**src/rtl/unidade_controle_rodada_if.sv**
```systemverilog
// Signal bundle between the round controller and its environment (player input and 6-bit sequence counter).
// The master side is the controller; the slave side is the game logic and counter that surround it.
interface unidade_controle_rodada_if;
    logic       iniciar;
    logic       retomar;
    logic       jogada;
    logic       acertou;
    logic       cnt_rco;
    logic       cnt_half_rco;
    logic       cnt_clr_n;
    logic       cnt_ld_n;
    logic       cnt_en;
    logic [5:0] cnt_D;
    logic       pede_jogada;
    logic       metade;
    logic       ganhou;
    logic       perdeu;
    logic       timeout;
    logic [3:0] estado;

    modport master (
        input  iniciar, retomar, jogada, acertou, cnt_rco, cnt_half_rco,
        output cnt_clr_n, cnt_ld_n, cnt_en, cnt_D,
        output pede_jogada, metade, ganhou, perdeu, timeout, estado
    );

    modport slave (
        output iniciar, retomar, jogada, acertou, cnt_rco, cnt_half_rco,
        input  cnt_clr_n, cnt_ld_n, cnt_en, cnt_D,
        input  pede_jogada, metade, ganhou, perdeu, timeout, estado
    );
endinterface

```
**src/rtl/unidade_controle_rodada.sv**
```systemverilog
// Round controller: clears the sequence counter, waits for each move with a timeout, advances on correct
// moves and ends in win/error/timeout; a round that passed the midpoint can be resumed from MEIO.
module unidade_controle_rodada #(
    parameter int         TIMEOUT_CYC = 1000,
    parameter logic [5:0] MEIO        = 6'd7
) (
    input logic                         clock,
    input logic                         clr,
    unidade_controle_rodada_if.master   bus
);
    localparam int TW = (TIMEOUT_CYC > 1) ? $clog2(TIMEOUT_CYC) : 1;
    localparam logic [TW-1:0] TIMER_MAX = TW'(TIMEOUT_CYC - 1);

    typedef enum logic [3:0] {
        INICIAL     = 4'd0,
        PREPARA     = 4'd1,
        ESPERA      = 4'd2,
        REGISTRA    = 4'd3,
        CARREGA     = 4'd4,
        FIM_ACERTO  = 4'd5,
        FIM_ERRO    = 4'd6,
        FIM_TIMEOUT = 4'd7
    } estado_t;

    estado_t       state_q, state_d;
    logic          acertou_r_q, acertou_r_d;
    logic          passou_metade_q, passou_metade_d;
    logic [TW-1:0] timer_q, timer_d;
    logic          cnt_clr_n_q, cnt_clr_n_d;
    logic          cnt_ld_n_q, cnt_ld_n_d;
    logic          cnt_en_q, cnt_en_d;
    logic          pede_jogada_q, pede_jogada_d;
    logic          metade_q, metade_d;
    logic          ganhou_q, ganhou_d;
    logic          perdeu_q, perdeu_d;
    logic          timeout_q, timeout_d;

    always_comb begin
        state_d         = state_q;
        acertou_r_d     = acertou_r_q;
        passou_metade_d = passou_metade_q;
        timer_d         = '0;
        metade_d        = 1'b0;

        case (state_q)
            INICIAL: begin
                if (bus.iniciar) state_d = PREPARA;
            end
            PREPARA: begin
                passou_metade_d = 1'b0;
                state_d         = ESPERA;
            end
            ESPERA: begin
                // The counter holds still in ESPERA, so half_rco seen here is the value REGISTRA would see.
                if (bus.jogada) begin
                    state_d     = REGISTRA;
                    acertou_r_d = bus.acertou;
                    metade_d    = bus.acertou & bus.cnt_half_rco;
                end else if (timer_q == TIMER_MAX) begin
                    state_d = FIM_TIMEOUT;
                end else begin
                    timer_d = timer_q + 1'b1;
                end
            end
            REGISTRA: begin
                if (metade_q) passou_metade_d = 1'b1;
                if (!acertou_r_q)      state_d = FIM_ERRO;
                else if (bus.cnt_rco)  state_d = FIM_ACERTO;
                else                   state_d = ESPERA;
            end
            CARREGA: begin
                state_d = ESPERA;
            end
            FIM_ACERTO, FIM_ERRO, FIM_TIMEOUT: begin
                if (bus.iniciar) begin
                    if (bus.retomar && passou_metade_q && (state_q != FIM_ACERTO)) state_d = CARREGA;
                    else                                                           state_d = PREPARA;
                end
            end
            default: begin
                state_d = bus.iniciar ? PREPARA : INICIAL;
            end
        endcase

        // Outputs are decoded from the next state so they appear registered in the state they belong to.
        cnt_clr_n_d   = (state_d != PREPARA);
        cnt_ld_n_d    = (state_d != CARREGA);
        cnt_en_d      = (state_d == REGISTRA) & acertou_r_d;
        pede_jogada_d = (state_d == ESPERA);
        ganhou_d      = (state_d == FIM_ACERTO);
        perdeu_d      = (state_d == FIM_ERRO);
        timeout_d     = (state_d == FIM_TIMEOUT);
    end

    always_ff @(posedge clock or negedge clr) begin
        if (!clr) begin
            state_q         <= INICIAL;
            acertou_r_q     <= 1'b0;
            passou_metade_q <= 1'b0;
            timer_q         <= '0;
            cnt_clr_n_q     <= 1'b1;
            cnt_ld_n_q      <= 1'b1;
            cnt_en_q        <= 1'b0;
            pede_jogada_q   <= 1'b0;
            metade_q        <= 1'b0;
            ganhou_q        <= 1'b0;
            perdeu_q        <= 1'b0;
            timeout_q       <= 1'b0;
        end else begin
            state_q         <= state_d;
            acertou_r_q     <= acertou_r_d;
            passou_metade_q <= passou_metade_d;
            timer_q         <= timer_d;
            cnt_clr_n_q     <= cnt_clr_n_d;
            cnt_ld_n_q      <= cnt_ld_n_d;
            cnt_en_q        <= cnt_en_d;
            pede_jogada_q   <= pede_jogada_d;
            metade_q        <= metade_d;
            ganhou_q        <= ganhou_d;
            perdeu_q        <= perdeu_d;
            timeout_q       <= timeout_d;
        end
    end

    assign bus.cnt_clr_n   = cnt_clr_n_q;
    assign bus.cnt_ld_n    = cnt_ld_n_q;
    assign bus.cnt_en      = cnt_en_q;
    assign bus.cnt_D       = MEIO;
    assign bus.pede_jogada = pede_jogada_q;
    assign bus.metade      = metade_q;
    assign bus.ganhou      = ganhou_q;
    assign bus.perdeu      = perdeu_q;
    assign bus.timeout     = timeout_q;
    assign bus.estado      = state_q;
endmodule

```
**src/flat_wrapper.sv**
```systemverilog
// flat-port wrapper written by rule: the top's interface ports become plain ports
module unidade_controle_rodada_flat 
#(
    parameter int         TIMEOUT_CYC = 1000,
    parameter logic [5:0] MEIO        = 6'd7
)
  (clock, clr, bus_iniciar, bus_retomar, bus_jogada, bus_acertou, bus_cnt_rco, bus_cnt_half_rco, bus_cnt_clr_n, bus_cnt_ld_n, bus_cnt_en, bus_cnt_D, bus_pede_jogada, bus_metade, bus_ganhou, bus_perdeu, bus_timeout, bus_estado);
  unidade_controle_rodada_if bus_i ();
  input logic clock;
  input logic clr;
  input wire logic [$bits(bus_i.iniciar)-1:0] bus_iniciar;
  input wire logic [$bits(bus_i.retomar)-1:0] bus_retomar;
  input wire logic [$bits(bus_i.jogada)-1:0] bus_jogada;
  input wire logic [$bits(bus_i.acertou)-1:0] bus_acertou;
  input wire logic [$bits(bus_i.cnt_rco)-1:0] bus_cnt_rco;
  input wire logic [$bits(bus_i.cnt_half_rco)-1:0] bus_cnt_half_rco;
  output wire logic [$bits(bus_i.cnt_clr_n)-1:0] bus_cnt_clr_n;
  output wire logic [$bits(bus_i.cnt_ld_n)-1:0] bus_cnt_ld_n;
  output wire logic [$bits(bus_i.cnt_en)-1:0] bus_cnt_en;
  output wire logic [$bits(bus_i.cnt_D)-1:0] bus_cnt_D;
  output wire logic [$bits(bus_i.pede_jogada)-1:0] bus_pede_jogada;
  output wire logic [$bits(bus_i.metade)-1:0] bus_metade;
  output wire logic [$bits(bus_i.ganhou)-1:0] bus_ganhou;
  output wire logic [$bits(bus_i.perdeu)-1:0] bus_perdeu;
  output wire logic [$bits(bus_i.timeout)-1:0] bus_timeout;
  output wire logic [$bits(bus_i.estado)-1:0] bus_estado;
  assign bus_i.iniciar = bus_iniciar;
  assign bus_i.retomar = bus_retomar;
  assign bus_i.jogada = bus_jogada;
  assign bus_i.acertou = bus_acertou;
  assign bus_i.cnt_rco = bus_cnt_rco;
  assign bus_i.cnt_half_rco = bus_cnt_half_rco;
  assign bus_cnt_clr_n = bus_i.cnt_clr_n;
  assign bus_cnt_ld_n = bus_i.cnt_ld_n;
  assign bus_cnt_en = bus_i.cnt_en;
  assign bus_cnt_D = bus_i.cnt_D;
  assign bus_pede_jogada = bus_i.pede_jogada;
  assign bus_metade = bus_i.metade;
  assign bus_ganhou = bus_i.ganhou;
  assign bus_perdeu = bus_i.perdeu;
  assign bus_timeout = bus_i.timeout;
  assign bus_estado = bus_i.estado;
  unidade_controle_rodada #(.TIMEOUT_CYC(TIMEOUT_CYC), .MEIO(MEIO)) u_core (.clock(clock), .clr(clr), .bus(bus_i));
endmodule
```
**config.mk**
```make
export PLATFORM = sky130hd
export DESIGN_NAME = unidade_controle_rodada_flat
export DESIGN_NICKNAME = d
export VERILOG_FILES = /design/src/rtl/unidade_controle_rodada_if.sv /design/src/rtl/unidade_controle_rodada.sv /design/src/flat_wrapper.sv
export SDC_FILE = /design/constraint.sdc
export NUM_CORES = 1
export LEC_CHECK = 0
export BUFFER_PORTS_ARGS = -buffer_cell sky130_fd_sc_hd__buf_4
export CORE_MARGIN = 2
export CORE_UTILIZATION = 35
export DETAILED_ROUTE_END_ITERATION = 8
export HOLD_SLACK_MARGIN = 0.08
export PLACE_DENSITY = 0.66
export SETUP_SLACK_MARGIN = 0.15
export SLEW_MARGIN = 20
export SYNTH_ARGS = -nofsm -noshare
export SYNTH_HDL_FRONTEND = slang
export SYNTH_SLANG_ARGS = --single-unit
```
**constraint.sdc**
```tcl
create_clock -name clock -period 1.69 [get_ports clock]
set_input_delay 0.338 -clock clock [delete_from_list [all_inputs] [get_ports clock]]
set_output_delay 0.338 -clock clock [all_outputs]
set_load 0.005 [all_outputs]
```
# Word level (Yosys, flattened, before mapping)
# Cells that the tools add are included.
[word_totals] regBits=24 inputBits=8 out_inout_bits=18 word_cells=57
[op_classes] addsub=1 n_eq_ne=17 muxes=18 bitwise=2 n_reduce_logical=7
[op_table] cell="2-to-1 mux 10 bit" n=3
[op_table] cell="== test 4 x 3 -> 1 bit (second input constant)" n=7
[op_table] cell="2-to-1 mux 4 bit" n=5
[op_table] cell="case mux 4 bit (5 select lines)" n=1
[op_table] cell="== test 4 x 2 -> 1 bit (second input constant)" n=4
[op_table] cell="adder 10 x 1 -> 10 bit (second input constant)" n=1
[op_table] cell="== test 10 bit (second input constant)" n=1
[op_table] cell="inequality test 4 x 3 -> 1 bit (second input constant)" n=2
[op_table] cell="2-to-1 mux 1 bit" n=6
[op_table] cell="2-to-1 mux 3 bit" n=2
[op_table] cell="== test 4 x 1 -> 1 bit (second input constant)" n=1
[op_table] cell="logical NOT 4 bit" n=1
[op_table] cell="inequality test 4 x 1 -> 1 bit (second input constant)" n=1
[op_table] cell="OR reduction 3 bit" n=1
[op_table] cell="bitwise AND 1 bit" n=2
[op_table] cell="logical AND 1 bit" n=2
[op_table] cell="inequality test 2 x 1 -> 1 bit (second input constant)" n=1
[op_table] cell="case mux 1 bit (2 select lines)" n=1
[op_table] cell="AND reduction 2 bit" n=1
[op_table] cell="nonzero test 2 bit" n=1
[op_table] cell="OR reduction 2 bit" n=1

# Depth between registers and ports, before layout
[depth] ltp_word=7 ltp_mapped=6 depth_no_buf=6

# Least setup slack after synthesis
# OpenSTA, ideal clock, no wires.
[synth_path] path_kind="register to register" from="reg u_core.state_q[0] (netlist: u_core.bus.estado[0])" to="reg u_core.ganhou_q (netlist: u_core.bus.ganhou)" setup_time_ns=0.121 t_arrival_ns=1.492 required_ns=1.569 path_slack_ns=0.077 stages_incl_launch_ff=6 n_path_buf=1 period_less_slack_ns=1.613 path_cell_list="dfrtp_1 buf_6 a21boi_1 a311o_1 a221o_1 and4_2"
[synth_between] elab_chain_cells=6 word_cells_on_any_way=19 classes_between="eq/ne: 9; mux: 6; reduce/logical: 4"
[synth_rtl] item="from (decl)" line_no="unidade_controle_rodada.sv:25" source="estado_t state_q, state_d;"
[synth_rtl] item="from (signal assigned)" line_no="unidade_controle_rodada.sv:110" source="state_q <= state_d;"
[synth_rtl] item="inequality test 4 x 3 -> 1 bit" line_no="unidade_controle_rodada.sv:76" source="if (bus.retomar && passou_metade_q && (state_q != FIM_ACERTO)) state_d = CARREGA;"
[synth_rtl] item="logical AND 1 bit" line_no="unidade_controle_rodada.sv:76"
[synth_rtl] item="2-to-1 mux 3 bit" line_no="unidade_controle_rodada.sv:76"
[synth_rtl] item="2-to-1 mux 4 bit" line_no="unidade_controle_rodada.sv:75" source="if (bus.iniciar) begin"
[synth_rtl] item="case mux 4 bit (5 select lines) *" line_no="unidade_controle_rodada.sv:45" source="case (state_q)"
[synth_rtl] item="== test 4 x 3 -> 1 bit *" line_no="unidade_controle_rodada.sv:90" source="ganhou_d = (state_d == FIM_ACERTO);"
[synth_rtl] item="net u_core.ganhou_d" line_no="unidade_controle_rodada.sv:34" source="logic ganhou_q, ganhou_d;"
[synth_rtl] item="to (signal assigned)" line_no="unidade_controle_rodada.sv:119" source="ganhou_q <= ganhou_d;"
[synth_rtl] item="to (decl)" line_no="unidade_controle_rodada.sv:34"
# Mark *: on every way through the listed nets, which the timed path passes. The rest lies on a longest branch.
# A chain may end at the register's enable or synchronous reset.

# Worst setup path in the final report
[layout_path] from="reg u_core.timer_q[1]" to="reg u_core.ganhou_q (netlist: u_core.bus.ganhou)"
[layout_between] elab_chain_cells=5
[layout_rtl] item="from (decl)" line_no="unidade_controle_rodada.sv:28" source="logic [TW-1:0] timer_q, timer_d;"
[layout_rtl] item="from (signal assigned)" line_no="unidade_controle_rodada.sv:113" source="timer_q <= timer_d;"
[layout_rtl] item="== test 10 bit" line_no="unidade_controle_rodada.sv:59" source="end else if (timer_q == TIMER_MAX) begin"
[layout_rtl] item="2-to-1 mux 4 bit" line_no="unidade_controle_rodada.sv:59"
[layout_rtl] item="2-to-1 mux 4 bit" line_no="unidade_controle_rodada.sv:55" source="if (bus.jogada) begin"
[layout_rtl] item="case mux 4 bit (5 select lines)" line_no="unidade_controle_rodada.sv:45"
[layout_rtl] item="net u_core.state_d[2]" line_no="unidade_controle_rodada.sv:25"
[layout_rtl] item="== test 4 x 3 -> 1 bit" line_no="unidade_controle_rodada.sv:90"
[layout_rtl] item="net u_core.ganhou_d" line_no="unidade_controle_rodada.sv:34"
# The timed path passes the listed nets, and every way through them passes these cells.

==> key figures <==
Logic synthesis
  • Largest area contributor in the synthesized netlist: dfrtp_1
  • Area contributors post-synth: dfrtp_1 (46%), dfstp_2 (4.4%), xor2_1 (4.4%)
  • Yosys warns: 0
  • Syn avg cell area: 10.6 um2
  • Most used DFF post-synth: dfrtp_1
  • Post-synth EDFFs: 0
  • Sequential share of the synthesized area: 0.502
  • Most frequent cells after synthesis: dfrtp_1 (22), nor2_1 (13)
  • Register bit total from synthesis: 24
  • Async S/R FF share, synth: 1.00
  • Post-synth top area share: 0.458
  • Count of cell types in the netlist: a little over 40
  • Count leader, synth: dfrtp_1
  • Syn Inst Count: 113
  • Synth Cell Area: 1200 um2

Drt
  • Drt pass-1 iters: 4
  • 1st-iter DRT viols: 20
  • Antenna-violating nets left: 0
  • Avg WL per Cell: 12.6 um
  • Post-route DRC: 0
  • DR vias: 935
  • Drt total wl: 2520 um
  • Vias per cell: ~4.7

Final layout
  • Max FFs per register: 10
  • Biggest register: u_core.timer_q
  • Nets: 164
  • Multi-input gate area: 569 um2
  • FF/Latch Area: 608 um2
  • Share of cells above drive strength 1: 0.429
  • Number of fill cells: around 330
  • Antenna fix cells: 0
  • Synthesis-to-finish area growth: 35.7%

Power and ir drop
  • VDD IR max: 401 uV
  • Pwr Density: 816 nW/um2
  • Leak: between 0.7 and 0.8 nW

Clock tree
  • CTS tree: built
  • Clock Path Buffers: 2
  • Root Buffer: clkbuf_4
  • Clock slew at reported path FFs: 130 ps
  • CTS Buf Count: 3
  • Worst-skew pair later-pin latency: roughly 310 ps
  • Htree depth: 1
  • CTS Sinks: 24

Critical path
  • CP required: 1910 ps
  • CP Launch Type: flip-flop
  • Critical path arrival: 1790 ps
  • Worst Setup End Kind: flip-flop
  • R2R cell count: 7
  • Critical path class: flip-flop to flip-flop
  • Critical-path maximum fanout: 4

Timing
  • TNS Setup: 0 ps
  • Max Freq: roughly 0.64 GHz
  • Tmin final: 1570 ps
  • Setup ws final: about 120 ps
  • Final setup violation count: 0
  • Skew final: 4.75 ps
  • RSZ-0062 raised after global routing: yes
  • Final worst-path cycle share: 0.927
  • Slew Viols, Final: 0
  • Fin. Hold Viols: 0

Floorplan
  • I/O pin count: 26
  • Initial Util: 0.363
  • Row Count: 21
  • Core ar.: 3310 um2
  • Die Width: 62.6 um
  • Die area: approximately 3900 um2
  • Die Y: approximately 63 um

Global route
  • Total track usage: 0.131
  • First-pass GRT wire length: 4080 um
  • Initial antenna violation count: 0
  • Vias in the first global route: 908
  • Largest net degree at the start of global routing: 25
  • Aggregate global routing overflow: 0

Placement
  • GP Congestion: between 0.8 and 0.9
  • Port buffer count: 19
  • Setup Slack @ Placement: -36.3 ps
  • Hpwl dp: 1720 um

Worst hold path
  • Path category of the worst min-delay check: primary input to flip-flop
  • Worst Hold Depth: 2

Flow run
  • Max cap viols: 0

Run status
  • Status: finished clean
-- report_power, final --
group | switching, W | internal (W)
combinational | 0.000131 | 0.000149
clock | 0.000170 | 0.000240
sequential | 0.0000287 | 0.000613
-- metal layers --
metal  global-route usage  part of all wire  routed length [um]
met5                    0                 0                   0
met4               0.0528            0.0056                  14
met2                0.211              0.50                1270
met3               0.0270             0.030                  76
met1                0.172              0.46                1160
-- kinds of logic (layout without fill, tap and decap cells) --
group | after synthesis | count (layout) | synth area share
AO/OA/AOI/OAI | 16 | 16 | 0.106
XOR/XNOR | 8 | 8 | 0.0583
adder cells (fa/ha/maj) | 1 | 1 | 0.0104
buffers and inverters | 15 | 51 | 0.0791
flip-flops | 24 | 24 | 0.502
multiplexers | 2 | 2 | 0.0177
other | 2 | 7 | 0.00625
AND/OR/NAND/NOR | 45 | 45 | 0.221
-- through the flow --
stage,util,instance area [um2],total power [W],std cells,hold slack [ps]
after CTS,0.460,1520,0.00130,191,207
after detailed placement,0.428,1420,0.000861,183,256
final,0.493,1630,0.00133,200,227
after floorplan,-,1220,0.000789,118,42.4
after global routing,0.493,1630,0.00141,200,227
after global placement,0.428,1420,0.000856,183,246
-- layout by cell type (no fill, tap or decap), types with 2 or more instances in the layout --
cell type,instances
inv_1,5
buf_4,37
nand2b_1,2
nor3_2,2
conb_1,7
and3_1,2
and2_1,2
dfstp_2,2
a31oi_1,2
dfrtp_1,18
nand2_1,5
xnor2_1,2
buf_6,3
clkbuf_4,3
xor2_1,6
dfrtp_2,4
nor2_1,13
o211ai_1,3
nor3_1,2
nand3_1,3
nand4_1,4
-- final timing paths --
path                                                      end                        start  slack [ps]
worst max-delay path              u_core.bus.ganhou$_DFF_PN0_  u_core.timer_q[1]$_DFF_PN0_         120
worst min-delay path              u_core.bus.metade$_DFF_PN0_             bus_cnt_half_rco         230
worst max register to register    u_core.bus.ganhou$_DFF_PN0_  u_core.timer_q[1]$_DFF_PN0_         120
worst min register to register    u_core.timer_q[0]$_DFF_PN0_  u_core.timer_q[0]$_DFF_PN0_         570
max in group asynchronous       u_core.bus.cnt_ld_n$_DFF_PN1_                          clr         960
min in group asynchronous         u_core.timer_q[7]$_DFF_PN0_                          clr         440
-- worst max-delay path, cell delays in order (launching register included) --
cell      delay, ps
dfrtp_1         410
ha_2            200
nand2_2          70
nor4_2           40
buf_4           160
a221oi_4        320
inv_2           100
and4_4          200
-- layout make-up --
| cell class | count | area share |
|---|---|---|
| clock inverter | 1 | 0.0184 |
| tap | 46 | 0.0353 |
| timing repair buffer | 41 | 0.197 |
| multi-input combinational | 79 | 0.349 |
| clock buffer | 3 | 0.0138 |
| inverter | 6 | 0.0138 |
| sequential | 24 | 0.373 |
-- timing repair --
item                                    CTS  global route
endpoints found under the hold margin    22             0
pin swaps                                 3             7
hold buffers                              1             0
buffers inserted                          3             9
endpoints found under the setup margin    8            16
resized for setup                         7            13
Power figures use the tool's default switching activity.
